<file path="src/rtl/generic_pack.sv">
// Shared word-index constants, AXI response codes and commit-state type
// for the VFP configuration register bank.
package generic_pack;

  localparam int IDX_CONTROL    = 0;
  localparam int IDX_REVISION   = 1;
  localparam int IDX_FIRST_USER = 2;

  localparam logic [1:0] RESP_OKAY   = 2'b00;
  localparam logic [1:0] RESP_SLVERR = 2'b10;

  typedef enum logic {
    ST_IDLE    = 1'b0,
    ST_PENDING = 1'b1
  } commit_state_t;

endpackage

</file>
<file path="src/rtl/vfp_axi4l_slave_if.sv">
// AXI4-Lite slave handshake engine: turns AW/W/B and AR/R channel traffic into
// single-cycle write and read strobes with word indices for the register bank.
module vfp_axi4l_slave_if
  import generic_pack::*;
#(
  parameter int DATA_WIDTH = 32,
  parameter int ADDR_WIDTH = 8,
  parameter int IDX_W      = ADDR_WIDTH - $clog2(DATA_WIDTH / 8)
) (
  input  logic                      i_clk,
  input  logic                      i_rst_n,
  // write address / data / response
  input  logic [ADDR_WIDTH-1:0]     i_awaddr,
  input  logic                      i_awvalid,
  output logic                      o_awready,
  input  logic [DATA_WIDTH-1:0]     i_wdata,
  input  logic [DATA_WIDTH/8-1:0]   i_wstrb,
  input  logic                      i_wvalid,
  output logic                      o_wready,
  output logic [1:0]                o_bresp,
  output logic                      o_bvalid,
  input  logic                      i_bready,
  // read address / data
  input  logic [ADDR_WIDTH-1:0]     i_araddr,
  input  logic                      i_arvalid,
  output logic                      o_arready,
  output logic [DATA_WIDTH-1:0]     o_rdata,
  output logic [1:0]                o_rresp,
  output logic                      o_rvalid,
  input  logic                      i_rready,
  // register-bank side
  output logic                      o_wr_en,
  output logic [IDX_W-1:0]          o_wr_idx,
  output logic [DATA_WIDTH-1:0]     o_wr_data,
  output logic [DATA_WIDTH/8-1:0]   o_wr_strb,
  input  logic                      i_wr_err,
  output logic                      o_rd_en,
  output logic [IDX_W-1:0]          o_rd_idx,
  input  logic [DATA_WIDTH-1:0]     i_rd_data,
  input  logic                      i_rd_err
);

  localparam int LSB = $clog2(DATA_WIDTH / 8);

  logic                  r_aw_w_ready;
  logic                  r_bvalid;
  logic [1:0]            r_bresp;
  logic                  r_arready;
  logic                  r_rvalid;
  logic [1:0]            r_rresp;
  logic [DATA_WIDTH-1:0] r_rdata;

  logic w_wr_hs;
  logic w_rd_hs;
  logic w_unused;

  assign w_wr_hs = r_aw_w_ready && i_awvalid && i_wvalid;
  assign w_rd_hs = r_arready && i_arvalid;

  // NOTE: every clocked register below is assigned with <= so that all of them
  // sample pre-edge values; a blocking = here would create ordering races.
  always_ff @(posedge i_clk or negedge i_rst_n) begin
    if (!i_rst_n) begin
      r_aw_w_ready <= 1'b0;
      r_bvalid     <= 1'b0;
      r_bresp      <= RESP_OKAY;
    end else begin
      // AW and W are accepted together only, and never while a response is owed
      r_aw_w_ready <= i_awvalid && i_wvalid && !r_bvalid && !r_aw_w_ready;
      if (w_wr_hs) begin
        r_bvalid <= 1'b1;
        r_bresp  <= i_wr_err ? RESP_SLVERR : RESP_OKAY;
      end else if (r_bvalid && i_bready) begin
        r_bvalid <= 1'b0;
      end
    end
  end

  always_ff @(posedge i_clk or negedge i_rst_n) begin
    if (!i_rst_n) begin
      r_arready <= 1'b0;
      r_rvalid  <= 1'b0;
      r_rresp   <= RESP_OKAY;
      r_rdata   <= '0;
    end else begin
      r_arready <= i_arvalid && !r_rvalid && !r_arready;
      if (w_rd_hs) begin
        r_rvalid <= 1'b1;
        r_rdata  <= i_rd_data;
        r_rresp  <= i_rd_err ? RESP_SLVERR : RESP_OKAY;
      end else if (r_rvalid && i_rready) begin
        r_rvalid <= 1'b0;
      end
    end
  end

  assign o_awready = r_aw_w_ready;
  assign o_wready  = r_aw_w_ready;
  assign o_bvalid  = r_bvalid;
  assign o_bresp   = r_bresp;
  assign o_arready = r_arready;
  assign o_rvalid  = r_rvalid;
  assign o_rresp   = r_rresp;
  assign o_rdata   = r_rdata;

  assign o_wr_en   = w_wr_hs;
  assign o_wr_idx  = i_awaddr[ADDR_WIDTH-1:LSB];
  assign o_wr_data = i_wdata;
  assign o_wr_strb = i_wstrb;
  assign o_rd_en   = w_rd_hs;
  assign o_rd_idx  = i_araddr[ADDR_WIDTH-1:LSB];

  // byte-offset bits inside a word carry no meaning for this bank
  assign w_unused = ^{i_awaddr[LSB-1:0], i_araddr[LSB-1:0]};

endmodule

</file>
<file path="src/rtl/vfp_config_regbank.sv">
// Parametrised AXI4-Lite configuration register bank for the VFP pipeline.
// Define VFP_CFG_SHADOW_EN to double-buffer registers and commit them on frame_sof.
module vfp_config_regbank
  import generic_pack::*;
#(
  parameter int          DATA_WIDTH = 32,
  parameter int          ADDR_WIDTH = 8,
  parameter int          NUM_REGS   = 16,
  parameter logic [31:0] REVISION   = 32'h0000_0001
) (
  input  logic                           ACLK,
  input  logic                           ARESETN,
  input  logic [ADDR_WIDTH-1:0]          vfpconfig_awaddr,
  input  logic [2:0]                     vfpconfig_awprot,
  input  logic                           vfpconfig_awvalid,
  output logic                           vfpconfig_awready,
  input  logic [DATA_WIDTH-1:0]          vfpconfig_wdata,
  input  logic [DATA_WIDTH/8-1:0]        vfpconfig_wstrb,
  input  logic                           vfpconfig_wvalid,
  output logic                           vfpconfig_wready,
  output logic [1:0]                     vfpconfig_bresp,
  output logic                           vfpconfig_bvalid,
  input  logic                           vfpconfig_bready,
  input  logic [ADDR_WIDTH-1:0]          vfpconfig_araddr,
  input  logic [2:0]                     vfpconfig_arprot,
  input  logic                           vfpconfig_arvalid,
  output logic                           vfpconfig_arready,
  output logic [DATA_WIDTH-1:0]          vfpconfig_rdata,
  output logic [1:0]                     vfpconfig_rresp,
  output logic                           vfpconfig_rvalid,
  input  logic                           vfpconfig_rready,
  input  logic                           frame_sof,
  output logic [NUM_REGS*DATA_WIDTH-1:0] cfg_active,
  output logic                           cfg_commit
);

  localparam int IDX_W  = ADDR_WIDTH - $clog2(DATA_WIDTH / 8);
  localparam int STRB_W = DATA_WIDTH / 8;
  localparam logic [IDX_W-1:0] LAST_IDX = IDX_W'(NUM_REGS + IDX_FIRST_USER - 1);

  logic                  w_wr_en;
  logic [IDX_W-1:0]      w_wr_idx;
  logic [DATA_WIDTH-1:0] w_wr_data;
  logic [STRB_W-1:0]     w_wr_strb;
  logic                  w_wr_err;
  logic                  w_wr_user;
  logic                  w_rd_en;
  logic [IDX_W-1:0]      w_rd_idx;
  logic [DATA_WIDTH-1:0] w_rd_data;
  logic                  w_rd_err;
  logic                  w_pending;
  logic                  w_unused;

  logic [DATA_WIDTH-1:0] r_shadow [NUM_REGS];
  logic                  r_commit;

  vfp_axi4l_slave_if #(
    .DATA_WIDTH (DATA_WIDTH),
    .ADDR_WIDTH (ADDR_WIDTH),
    .IDX_W      (IDX_W)
  ) u_slave_if (
    .i_clk     (ACLK),
    .i_rst_n   (ARESETN),
    .i_awaddr  (vfpconfig_awaddr),
    .i_awvalid (vfpconfig_awvalid),
    .o_awready (vfpconfig_awready),
    .i_wdata   (vfpconfig_wdata),
    .i_wstrb   (vfpconfig_wstrb),
    .i_wvalid  (vfpconfig_wvalid),
    .o_wready  (vfpconfig_wready),
    .o_bresp   (vfpconfig_bresp),
    .o_bvalid  (vfpconfig_bvalid),
    .i_bready  (vfpconfig_bready),
    .i_araddr  (vfpconfig_araddr),
    .i_arvalid (vfpconfig_arvalid),
    .o_arready (vfpconfig_arready),
    .o_rdata   (vfpconfig_rdata),
    .o_rresp   (vfpconfig_rresp),
    .o_rvalid  (vfpconfig_rvalid),
    .i_rready  (vfpconfig_rready),
    .o_wr_en   (w_wr_en),
    .o_wr_idx  (w_wr_idx),
    .o_wr_data (w_wr_data),
    .o_wr_strb (w_wr_strb),
    .i_wr_err  (w_wr_err),
    .o_rd_en   (w_rd_en),
    .o_rd_idx  (w_rd_idx),
    .i_rd_data (w_rd_data),
    .i_rd_err  (w_rd_err)
  );

  assign w_wr_err  = (w_wr_idx > LAST_IDX);
  assign w_wr_user = w_wr_en && (w_wr_idx >= IDX_W'(IDX_FIRST_USER)) && !w_wr_err;

  // NOTE: the register file is reset like any other flop because its all-zero
  // state is architecturally visible on cfg_active straight out of reset.
  always_ff @(posedge ACLK or negedge ARESETN) begin
    if (!ARESETN) begin
      for (int k = 0; k < NUM_REGS; k++) r_shadow[k] <= '0;
    end else if (w_wr_user) begin
      for (int k = 0; k < NUM_REGS; k++) begin
        if (w_wr_idx == IDX_W'(k + IDX_FIRST_USER)) begin
          for (int b = 0; b < STRB_W; b++) begin
            if (w_wr_strb[b]) r_shadow[k][b*8 +: 8] <= w_wr_data[b*8 +: 8];
          end
        end
      end
    end
  end

  // Reads see the shadow copy, so a same-edge write is not yet visible.
  // NOTE: every output of this block gets a default first, so no path can leave
  // one unassigned and infer a latch.
  always_comb begin
    w_rd_data = '0;
    w_rd_err  = 1'b0;
    if (w_rd_idx == IDX_W'(IDX_CONTROL)) begin
      w_rd_data[1] = w_pending;
    end else if (w_rd_idx == IDX_W'(IDX_REVISION)) begin
      w_rd_data = DATA_WIDTH'(REVISION);
    end else if (w_rd_idx > LAST_IDX) begin
      w_rd_err = 1'b1;
    end else begin
      for (int k = 0; k < NUM_REGS; k++) begin
        if (w_rd_idx == IDX_W'(k + IDX_FIRST_USER)) w_rd_data = r_shadow[k];
      end
    end
  end

`ifdef VFP_CFG_SHADOW_EN
  commit_state_t         r_state;
  commit_state_t         w_state_nxt;
  logic                  w_commit_req;
  logic                  w_copy;
  logic [DATA_WIDTH-1:0] r_active [NUM_REGS];

  assign w_commit_req = w_wr_en && (w_wr_idx == IDX_W'(IDX_CONTROL)) &&
                        w_wr_strb[0] && w_wr_data[0];

  always_ff @(posedge ACLK or negedge ARESETN) begin
    if (!ARESETN) r_state <= ST_IDLE;
    else          r_state <= w_state_nxt;
  end

  // frame_sof in IDLE is ignored even alongside a request; that request waits
  // for the next frame, and requests while PENDING fold into the one copy.
  always_comb begin
    w_state_nxt = r_state;
    w_copy      = 1'b0;
    case (r_state)
      ST_IDLE:    if (w_commit_req) w_state_nxt = ST_PENDING;
      ST_PENDING: if (frame_sof) begin
        w_state_nxt = ST_IDLE;
        w_copy      = 1'b1;
      end
      default:    w_state_nxt = ST_IDLE;
    endcase
  end

  always_ff @(posedge ACLK or negedge ARESETN) begin
    if (!ARESETN) begin
      for (int k = 0; k < NUM_REGS; k++) r_active[k] <= '0;
      r_commit <= 1'b0;
    end else begin
      if (w_copy) begin
        for (int k = 0; k < NUM_REGS; k++) r_active[k] <= r_shadow[k];
      end
      r_commit <= w_copy;
    end
  end

  assign w_pending = (r_state == ST_PENDING);

  for (genvar g = 0; g < NUM_REGS; g++) begin : g_pack
    assign cfg_active[g*DATA_WIDTH +: DATA_WIDTH] = r_active[g];
  end

  assign w_unused = ^{w_rd_en, vfpconfig_awprot, vfpconfig_arprot};
`else
  always_ff @(posedge ACLK or negedge ARESETN) begin
    if (!ARESETN) r_commit <= 1'b0;
    else          r_commit <= w_wr_user;
  end

  assign w_pending = 1'b0;

  for (genvar g = 0; g < NUM_REGS; g++) begin : g_pack
    assign cfg_active[g*DATA_WIDTH +: DATA_WIDTH] = r_shadow[g];
  end

  assign w_unused = ^{w_rd_en, vfpconfig_awprot, vfpconfig_arprot, frame_sof};
`endif

  assign cfg_commit = r_commit;

endmodule

</file>
<file path="config.mk">
export PLATFORM = sky130hd
export DESIGN_NAME = vfp_config_regbank
export DESIGN_NICKNAME = d
export VERILOG_FILES = /design/src/rtl/generic_pack.sv /design/src/rtl/vfp_axi4l_slave_if.sv /design/src/rtl/vfp_config_regbank.sv
export SDC_FILE = /design/constraint.sdc
export NUM_CORES = 1
export LEC_CHECK = 0
export BUFFER_PORTS_ARGS = -buffer_cell sky130_fd_sc_hd__buf_4
export CORE_AREA = 2 2 239 241
export DETAILED_ROUTE_END_ITERATION = 10
export DIE_AREA = 0 0 241 243
export PLACE_DENSITY_LB_ADDON = 0.25
export SLEW_MARGIN = 20
export SYNTH_ARGS = -nofsm -noshare
export SYNTH_HDL_FRONTEND = slang
export SYNTH_SLANG_ARGS = --single-unit
</file>
<file path="constraint.sdc">
create_clock -name ACLK -period 3 [get_ports ACLK]
set_clock_uncertainty 0.05 [all_clocks]
set_input_delay 0.6 -clock ACLK [delete_from_list [all_inputs] [get_ports ACLK]]
set_output_delay 0.6 -clock ACLK [all_outputs]
set_load 0.02 [all_outputs]
</file>
Yosys cells after proc, flatten, opt, wreduce, memory -nomap -nowiden
Index checks and enable logic that the tools add are counted.
Operators by class
  magnitude comparators: 3
  mux-type cells: 30
  equality and inequality tests: 33
  reduce and logical (&&, ||, !) cells: 84
Operators by type and width (number)
  two-way mux 32 bit: 18
  AND reduction 3 bit: 64
  equality test 6 x 4 -> 1 bit, second input constant: 16
  equality test 6 x 3 -> 1 bit, second input constant: 8
  two-way mux 30 bit: 1
  equality test 6 x 2 -> 1 bit, second input constant: 4
  equality test 6 x 5 -> 1 bit, second input constant: 4
  > comparator 6 x 5 -> 1 bit, second input constant: 2
  logical AND 1 bit: 12
  two-way mux 1 bit: 9
  equality test 6 x 1 -> 1 bit, second input constant: 1
  >= comparator 6 x 2 -> 1 bit, second input constant: 1
  logical NOT 6 bit: 1
  logical NOT 1 bit: 5
  two-way mux 2 bit: 2
  nonzero test 2 bit: 2
Word-level totals
  register bits after elaboration: 553
  word-level logic and storage cells: 222
  input port bits: 66
  output and inout bits: 554

Depth between registers and ports, before layout
Gate-level depths: netlist of the first run.
  depth after elaboration: 20
  gate-level depth with buffers: 10
  gate-level depth less buffers: 6

Hierarchy
A second synthesis of the first run with hierarchy kept.
Unflattened totals
  cells, all modules: 1995
  area total of the unflattened synthesis: 26507.9 sq um
By module, submodules not included
  vfp_config_regbank: instances 1, area each 24591.1 sq um, seq. area each 12837.3 sq um, cells each 1858
  vfp_axi4l_slave_if: instances 1, area each 1916.8 sq um, seq. area each 950.9 sq um, cells each 137

Worst setup path before layout of the first run
OpenSTA, ideal clock, no wires.
  path type: input-to-reg
  start: input vfpconfig_awaddr[7]
  end: register r_shadow, in the netlist cfg_active[359]
  stages: 5
  data arrival time: 2.398 ns
  slack: 0.427 ns
  data required time: 2.825 ns
  cells stage by stage: buf_2 nor4b_1 nand3_1 nor2_4 mux2_2
Between the ends
  cells in the longest elaborated chain, start to end: 4
  elaborated cells on any way between the ends: 7
  classes of those cells: order compare (2); eq/ne (1); reduce/logical (4)
RTL lines
  start, declared: line vfp_config_regbank.sv:13  | input logic [ADDR_WIDTH-1:0] vfpconfig_awaddr,
  >= comparator 6 x 2 -> 1 bit / > comparator 6 x 5 -> 1 bit (equally long branches): line vfp_config_regbank.sv:93, vfp_config_regbank.sv:92
  logical AND 1 bit / logical NOT 1 bit (equally long branches): line vfp_config_regbank.sv:93  | assign w_wr_user = w_wr_en && (w_wr_idx >= IDX_W'(IDX_FIRST_USER)) && !w_wr_err;
  logical AND 1 bit: line vfp_config_regbank.sv:93
  AND reduction 3 bit (no line) (*)
  end signal, assigned by index: line vfp_config_regbank.sv:104  | if (w_wr_strb[b]) r_shadow[k][b*8 +: 8] <= w_wr_data[b*8 +: 8];
  end, declared: line vfp_config_regbank.sv:54  | logic [DATA_WIDTH-1:0] r_shadow [NUM_REGS];
Every way passes the cells marked *; elsewhere a longest branch is shown, timed or not.
A chain may end at the register's enable or synchronous reset.

Worst setup path in the final report of the first run
  start: register u_slave_if.r_aw_w_ready, in the netlist u_slave_if.o_awready
  end: register r_shadow, in the netlist cfg_active[264]
Between the ends
  cells in the longest elaborated chain, start to end: 5
RTL lines
  start, declared: line vfp_axi4l_slave_if.sv:45  | logic r_aw_w_ready;
  start signal, assigned: line vfp_axi4l_slave_if.sv:69  | r_aw_w_ready <= i_awvalid && i_wvalid && !r_bvalid && !r_aw_w_ready;
  logical AND 1 bit (2 in a row): line vfp_axi4l_slave_if.sv:57  | assign w_wr_hs = r_aw_w_ready && i_awvalid && i_wvalid;
  logical AND 1 bit (2 in a row): line vfp_config_regbank.sv:93
  via w_wr_user: line vfp_config_regbank.sv:46  | logic w_wr_user;
  AND reduction 3 bit (no line)
The timed path passes the listed nets, and every way through them passes these cells.

==> impl_metrics.env, run 1 <==
export IMPL_cts_tree="yes"
export IMPL_drive_gt1_share_pct=54.2
export IMPL_grt_pass1_wl_um=152000
export IMPL_cts_resized=0
export IMPL_final_hold_viol_count=0
export IMPL_die_h_um=243
export IMPL_cts_root_buf="clkbuf_16"
export IMPL_cp_end_kind="flip-flop"
export IMPL_cp_data_required_time_ns=3.45
export IMPL_syn_area_per_cell_sq_um=13.2
export IMPL_regArea_sq_um=13800
export IMPL_switching_power_mw=3.61
export IMPL_track_usage_pct=36.3
export IMPL_first_pass_iters=5
export IMPL_cts_sinks=551
export IMPL_cp_slowest_cell="dfrtp_1"
export IMPL_synth_edff_count=0
export IMPL_fillers=4617
export IMPL_ir_worst_vdd_mv=0.403
export IMPL_ys_seq_area_share_pct=55.1
export IMPL_drv_cap=0
export IMPL_dp_hpwl_um=77500
export IMPL_antenna_found_initial=9
export IMPL_p_int_mw=11.6
export IMPL_pwr_share_clk_pct=45.2
export IMPL_grt_overflow_total=0
export IMPL_yosysUniqueCellTypes=64
export IMPL_layout_nets=2652
export IMPL_cp_cell_sequence="nand3_1 -> nor4_4 -> buf_4 -> nand2_2 -> buf_12 -> nor2_8 -> mux2_2"
export IMPL_coreArea_sq_um=56000
export IMPL_gp_congestion=0.908
export IMPL_critPathBufInv=2
export IMPL_dpl_cell_area_sq_um=31600
export IMPL_drt_total_wl_um=108000
export IMPL_ys_flop_type="dfrtp_1"
export IMPL_cts_made_buffers=57
export IMPL_die_x_um=241
export IMPL_maxSlewViolCount=0
export IMPL_wl_per_cell_um=32.0
export IMPL_clkTransAtPathRegs_ns=0.06
export IMPL_path_class="flip-flop to flip-flop"
export IMPL_swShare_pct=23.7
export IMPL_rsz0062_at_grt="no"
export IMPL_initial_utilization_pct=44.7
export IMPL_design_area_sq_um=33400
export IMPL_syn_area_sq_um=25000
export IMPL_viasPerCell=6.16
export IMPL_ys_seq_elements=551
export IMPL_worstPathMaxFanout=9
export IMPL_critPathLaunchType="flip-flop"
export IMPL_critPathMaxStageDelay_ns=0.40
export IMPL_fin_crit_sh_pct=85.0
export IMPL_power_frac_seq_pct=49.3
export IMPL_ant_nets=0
export IMPL_drt_iter0_markers=1883
export IMPL_crit_arrival_ns=3.00
export IMPL_yosysWarnings=0
export IMPL_slew_headroom_pct=57.2
export IMPL_synthToLayoutAreaGrowth_pct=33.3
export IMPL_syn_inst=1898
export IMPL_pwr_density_cell_nw_per_um2=457
export IMPL_clock_fmax_mhz=392
export IMPL_fin_setup_tns_ns=0
export IMPL_rrSetupSlack_ns=0.45
export IMPL_multi_input_area_sq_um=10900
export IMPL_drc_errors=0
export IMPL_leakage_nw=17.4
export IMPL_layout_min_cycle_time_ns=2.55
export IMPL_power_frac_comb_pct=5.6
export IMPL_portBuffers=606
export IMPL_num_vias=20809
export IMPL_rows=87
export IMPL_htreeDepth=2
export IMPL_pin_count=620
export IMPL_total_power_mw=15.3
export IMPL_grt_max_degree=94
export IMPL_outcome="complete, no violations"
export IMPL_grt_pass1_vias=20769
export IMPL_crit_family="simple AND/OR/NAND/NOR gates"
export IMPL_synth_async_reset_ratio_pct=100
export IMPL_hold_path_class="input pin to flip-flop"
export IMPL_clk_latency_ns=0.61
export IMPL_worst_pin_slew_ns=0.641
export IMPL_die_area_sq_um=58600
export IMPL_clock_path_buffers=3
export IMPL_finalSetupViolations=0
## cells in the mapped netlist, types with 6 or more instances
library cell / number / area, sq um
a211oi_1: 7 / 52.6
o221ai_1: 22 / 193
nor2_4: 11 / 124
nand4_1: 10 / 62.6
o22ai_1: 21 / 131
nor2_1: 62 / 233
nand2_1: 85 / 319
nor2_2: 29 / 181
dfrtp_1: 551 / 13800
o21a_1: 11 / 82.6
nand3_1: 29 / 145
buf_2: 29 / 145
nor4_1: 6 / 37.5
nor2b_1: 7 / 43.8
a221oi_1: 18 / 158
a222oi_1: 6 / 60.1
nor3_1: 15 / 75.1
clkbuf_1: 75 / 282
nor2_8: 29 / 581
a221o_1: 10 / 100
a21oi_1: 59 / 295
mux2_1: 26 / 293
buf_1: 6 / 22.5
a22oi_1: 130 / 976
mux2_2: 496 / 5590
a22o_1: 8 / 70.1
o21ai_0: 40 / 200
o211ai_1: 8 / 60.1
nand2b_1: 7 / 43.8
a31oi_1: 6 / 37.5
o31ai_1: 7 / 52.6
## logic make-up (layout without fill, tap and decap cells)
family / Yosys count / after routing / share of synthesized area, %
AOI/OAI and AO/OA: 380 / 380 / 10.7
buffers and inverters: 122 / 844 / 2.14
DFF: 551 / 551 / 55.1
muxes: 524 / 524 / 23.6
other: 1 / 5 / 0.0150
and+or+nand+nor: 320 / 320 / 8.43
## layer usage
layer / global-route usage (%) / vias to the layer above / share of wire (%)
met1: 47.9 / 10836 / 39
met4: 15.3 / 8 / 4.7
met5: 0 / - / 0.041
li1: - / 8508 / -
met2: 57.6 / 1172 / 47
met3: 8.17 / 285 / 9.0
## worst reg2reg max path: stages (launching register included)
cell,delay [ns]
dfrtp_1,0.40
nand3_1,0.28
nor4_4,0.32
buf_4,0.24
nand2_2,0.23
buf_12,0.26
nor2_8,0.29
mux2_2,0.38
## placed cells by master, fill, tap and decap left out, drive strengths merged, types with 3 or more instances in the layout
cell,instances
buf,744
dfrtp,551
mux2,522
nor2,131
a22oi,130
nand2,89
clkbuf,83
a21oi,59
o21ai,45
nand3,29
o221ai,22
o22ai,21
a221oi,18
nor3,15
o21a,11
nand4,10
a221o,10
o211ai,8
a22o,8
nor2b,7
nand2b,7
a211oi,7
o31ai,7
nor4,7
nor4b,7
a222oi,6
a31oi,6
inv,6
clkinv,6
a32oi,4
diode,3
or3,3
a2111oi,3
a21boi,3
a32o,3
or4b,3
## timing repair
| item | in CTS | in global routing |
|---|---|---|
| buffers inserted | 0 | 0 |
| endpoints found under the hold margin | 47 | 0 |
| setup endpoints to repair | 0 | 0 |
| hold buffers | 1 | 0 |
## sequential cells by signal (all words and copies together), names as in the netlist
| name | count |
|---|---|
| cfg_commit | 1 |
| u_slave_if.o_bresp | 1 |
| u_slave_if.o_bvalid | 1 |
| u_slave_if.o_arready | 1 |
| cfg_active | 512 |
| u_slave_if.o_rdata | 32 |
| u_slave_if.o_rresp | 1 |
| u_slave_if.o_rvalid | 1 |
| u_slave_if.o_awready | 1 |
## worst paths after layout
kind,from,end,cells past startpoint
max in group asynchronous,ARESETN,cfg_active[380],3
hold / removal,vfpconfig_bready,u_slave_if.o_bvalid,2
hold reg to reg,u_slave_if.o_rvalid,u_slave_if.o_arready,1
min in group asynchronous,ARESETN,cfg_active[87],2
setup / recovery,u_slave_if.o_awready,cfg_active[264],7
setup reg to reg,u_slave_if.o_awready,cfg_active[264],7
## per-stage QoR
step,hold slack [ns],instances,utilization [%],setup slack (ns)
finish,0.144,3380,59.6,0.450
global route,0.137,3380,59.6,0.365
CTS,0.112,3377,59.6,0.462
detailed placement,0.399,3282,56.5,0.0395
global placement,0.395,3282,56.5,0.0303
floorplan,0.254,1899,-,0.427
## area by class of cell
type | instances | share of cell area [%]
Inverter | 5 | 0.0562
Sequential cell | 551 | 41.3
Timing Repair Buffer | 745 | 17.9
Antenna cell | 3 | 0.0225
Tap cell | 756 | 2.83
Clock buffer | 83 | 4.93
Clock inverter | 11 | 0.360
Multi-Input combinational cell | 1226 | 32.6
## power groups by stage
stage / clock network, mW / logic (mW) / registers (mW)
2_1_floorplan: 0 / 0.239 / 7.69
3_3_place_gp: 0 / 0.825 / 7.65
3_5_place_dp: 0 / 0.841 / 7.65
4_1_cts: 6.93 / 0.844 / 7.51
5_1_grt: 7.22 / 0.905 / 7.52
6_report: 6.89 / 0.852 / 7.52
Power figures use the tool's default switching activity.
==> run 2: changes to the inputs <==
- CORE_AREA: 2 2 239 241 -> 2 2 243 245
- DIE_AREA: 0 0 241 243 -> 0 0 245 247
- clock period: 3 -> 2.1 ns (I/O delays scaled with it)
==> run 2 against run 1 <==
Net effect: the flow now finishes with violations (negative setup slack); sequential cell count unchanged; critical path type unchanged; maximum frequency increased by 14%; critical path depth is 2 higher; first-iteration DRC count rose by 11%; largest power group unchanged; via count grew 5.7%; count of clock-buffer cells in the layout grew 2; sequential share of layout area is 5.2 points lower; non-clock buffer count rose by 213.
==> impl_metrics.env, run 2 (synthesis results as in run 1) <==
export IMPL_r2r_end="cfg_active[506]"
export IMPL_outcome="finished with violations"
export IMPL_rows=89
export IMPL_finalSetupViolations=195
export IMPL_drc_errors=0
export IMPL_leakage_nw=19.3
export IMPL_dp_hpwl_um=81700
export IMPL_mostFrequentLayoutCells="805 x buf_4, 551 x dfrtp_1, 445 x mux2_4"
export IMPL_die_x_um=245
export IMPL_htreeDepth=2
export IMPL_final_core_utilization_pct=65.6
export IMPL_ant_nets=0
export IMPL_rrSetupSlack_ns=-0.14
export IMPL_final_hold_viol_count=0
export IMPL_grt_overflow_total=0
export IMPL_cts_tree="yes"
export IMPL_clock_fmax_mhz=446
export IMPL_layout_commonest_cell="buf_4"
export IMPL_maxSlewViolCount=0
export IMPL_num_vias=22000
export IMPL_layout_min_cycle_time_ns=2.24
export IMPL_worst_pin_slew_ns=0.765
export IMPL_design_area_sq_um=38200
export IMPL_slew_headroom_pct=48.5
export IMPL_crit_arrival_ns=2.68
export IMPL_grt_pass1_wl_um=159000
export IMPL_largest_reg_flops=512
export IMPL_coreArea_sq_um=58200
export IMPL_fin_setup_tns_ns=-12.52
export IMPL_wl_per_cell_um=31.5
export IMPL_synthToLayoutAreaGrowth_pct=52.7
export IMPL_drive_gt1_share_pct=58.7
export IMPL_cts_made_buffers=58
export IMPL_drt_total_wl_um=114000
export IMPL_grt_pass1_vias=22318
export IMPL_gp_congestion=0.907
export IMPL_clock_path_buffers=3
export IMPL_cts_root_buf="clkbuf_16"
export IMPL_cp_end_kind="flip-flop"
export IMPL_r2r_cells=9
export IMPL_die_area_sq_um=60500
export IMPL_clkTransAtPathRegs_ns=0.06
export IMPL_violations="negative setup slack"
export IMPL_multi_input_area_sq_um=12700
export IMPL_clk_latency_ns=0.63
export IMPL_initial_utilization_pct=43.0
export IMPL_grt_max_degree=69
export IMPL_die_h_um=247
export IMPL_portBuffers=606
export IMPL_path_class="flip-flop to flip-flop"
export IMPL_critPathLaunchType="flip-flop"
export IMPL_ir_worst_vdd_mv=0.523
export IMPL_drv_cap=0
export IMPL_pin_count=620
export IMPL_pwr_density_cell_nw_per_um2=594
export IMPL_antenna_found_initial=6
export IMPL_dpl_cell_area_sq_um=34000
export IMPL_fin_crit_sh_pct=107
export IMPL_track_usage_pct=36.6
export IMPL_drt_iter0_markers=2090
export IMPL_hold_path_class="input pin to flip-flop"
export IMPL_startpoint="u_slave_if.o_awready"
export IMPL_fillers=4304
export IMPL_cp_endpoint="cfg_active[506]"
export IMPL_first_pass_iters=6
export IMPL_rsz0062_at_grt="yes"
export IMPL_regArea_sq_um=13800
export IMPL_critPathMaxStageDelay_ns=0.38
export IMPL_cp_cell_sequence="nand3_2 -> buf_6 -> nor4_4 -> buf_6 -> nand2_8 -> buf_12 -> buf_12 -> nor2_8 -> mux2_4"
export IMPL_worstPathMaxFanout=8
export IMPL_cp_data_required_time_ns=2.54
export IMPL_finalWorstSetupSlack_ns=-0.141
export IMPL_cts_sinks=551
export IMPL_r2r_start="u_slave_if.o_awready"
export IMPL_viasPerCell=6.08
export IMPL_layout_nets=2866
export IMPL_cp_slowest_cell="dfrtp_1"
-- run 2: worst min path at each step --
stage / from / slack (ns) / depth (start not counted) / endpoint
after floorplan: ARESETN / 0.07 / 0 / cfg_active[0]
after global placement: ARESETN / 0.35 / 1 / cfg_active[349]
after detailed placement: ARESETN / 0.36 / 1 / cfg_active[349]
after CTS: vfpconfig_arvalid / 0.008 / 2 / u_slave_if.o_arready
after global routing: vfpconfig_arvalid / 0.03 / 2 / u_slave_if.o_arready
final: vfpconfig_arvalid / 0.04 / 2 / u_slave_if.o_arready
-- run 2: what timing repair did --
| action | CTS | global route |
|---|---|---|
| buffers inserted | 60 | 16 |
| cloned | 2 | 0 |
| setup endpoints to repair | 519 | 467 |
| hold buffers | 5 | 0 |
| resized for setup | 111 | 163 |
| endpoints found under the hold margin | 27 | 0 |
| pin swaps | 47 | 48 |
-- run 2: through the flow --
step / cells / total power, mW / setup WS [ns] / hold WS, ns
after detailed placement: 3432 / 12.3 / -0.615 / 0.359
after CTS: 3603 / 22.7 / -0.133 / 0.00817
after floorplan: 1899 / 11.4 / -0.253 / 0.0744
after global routing: 3620 / 23.2 / -0.198 / 0.0301
final: 3620 / 22.7 / -0.141 / 0.0389
after global placement: 3432 / 12.2 / -0.576 / 0.353
-- run 2: cell type report --
class                   instances  area share, %
diodes                          2         0.0131
flip-flops and latches        551           36.1
multi-input cells            1226           33.3
clock inverters                20          0.560
repair buffers                958           23.0
inverters                       5         0.0491
well taps                     773           2.53
clock buffers                  85           4.52
-- run 2: critical path: cells and delay by family (launching register included) --
family	cells	cell delay, ns
multiplexers	1	0.34
flip-flops	1	0.38
buffers and inverters	4	0.63
AND/OR/NAND/NOR	4	0.71
-- run 2: metal layers --
| layer | vias up | GRT usage [%] | wire [um] |
|---|---|---|---|
| met5 | - | 0 | 35 |
| met4 | 6 | 18.4 | 6130 |
| met3 | 337 | 9.33 | 10500 |
| met2 | 1368 | 57.5 | 52900 |
| met1 | 11369 | 47.1 | 44500 |
| li1 | 8920 | - | - |
-- run 2: report_power, final --
part | internal, mW | switching [mW] | total (mW)
sequential | 10.7 | 0.0621 | 10.7
clock | 6.16 | 4.38 | 10.5
combinational | 0.489 | 0.922 | 1.41
total | 17.3 | 5.37 | 22.7
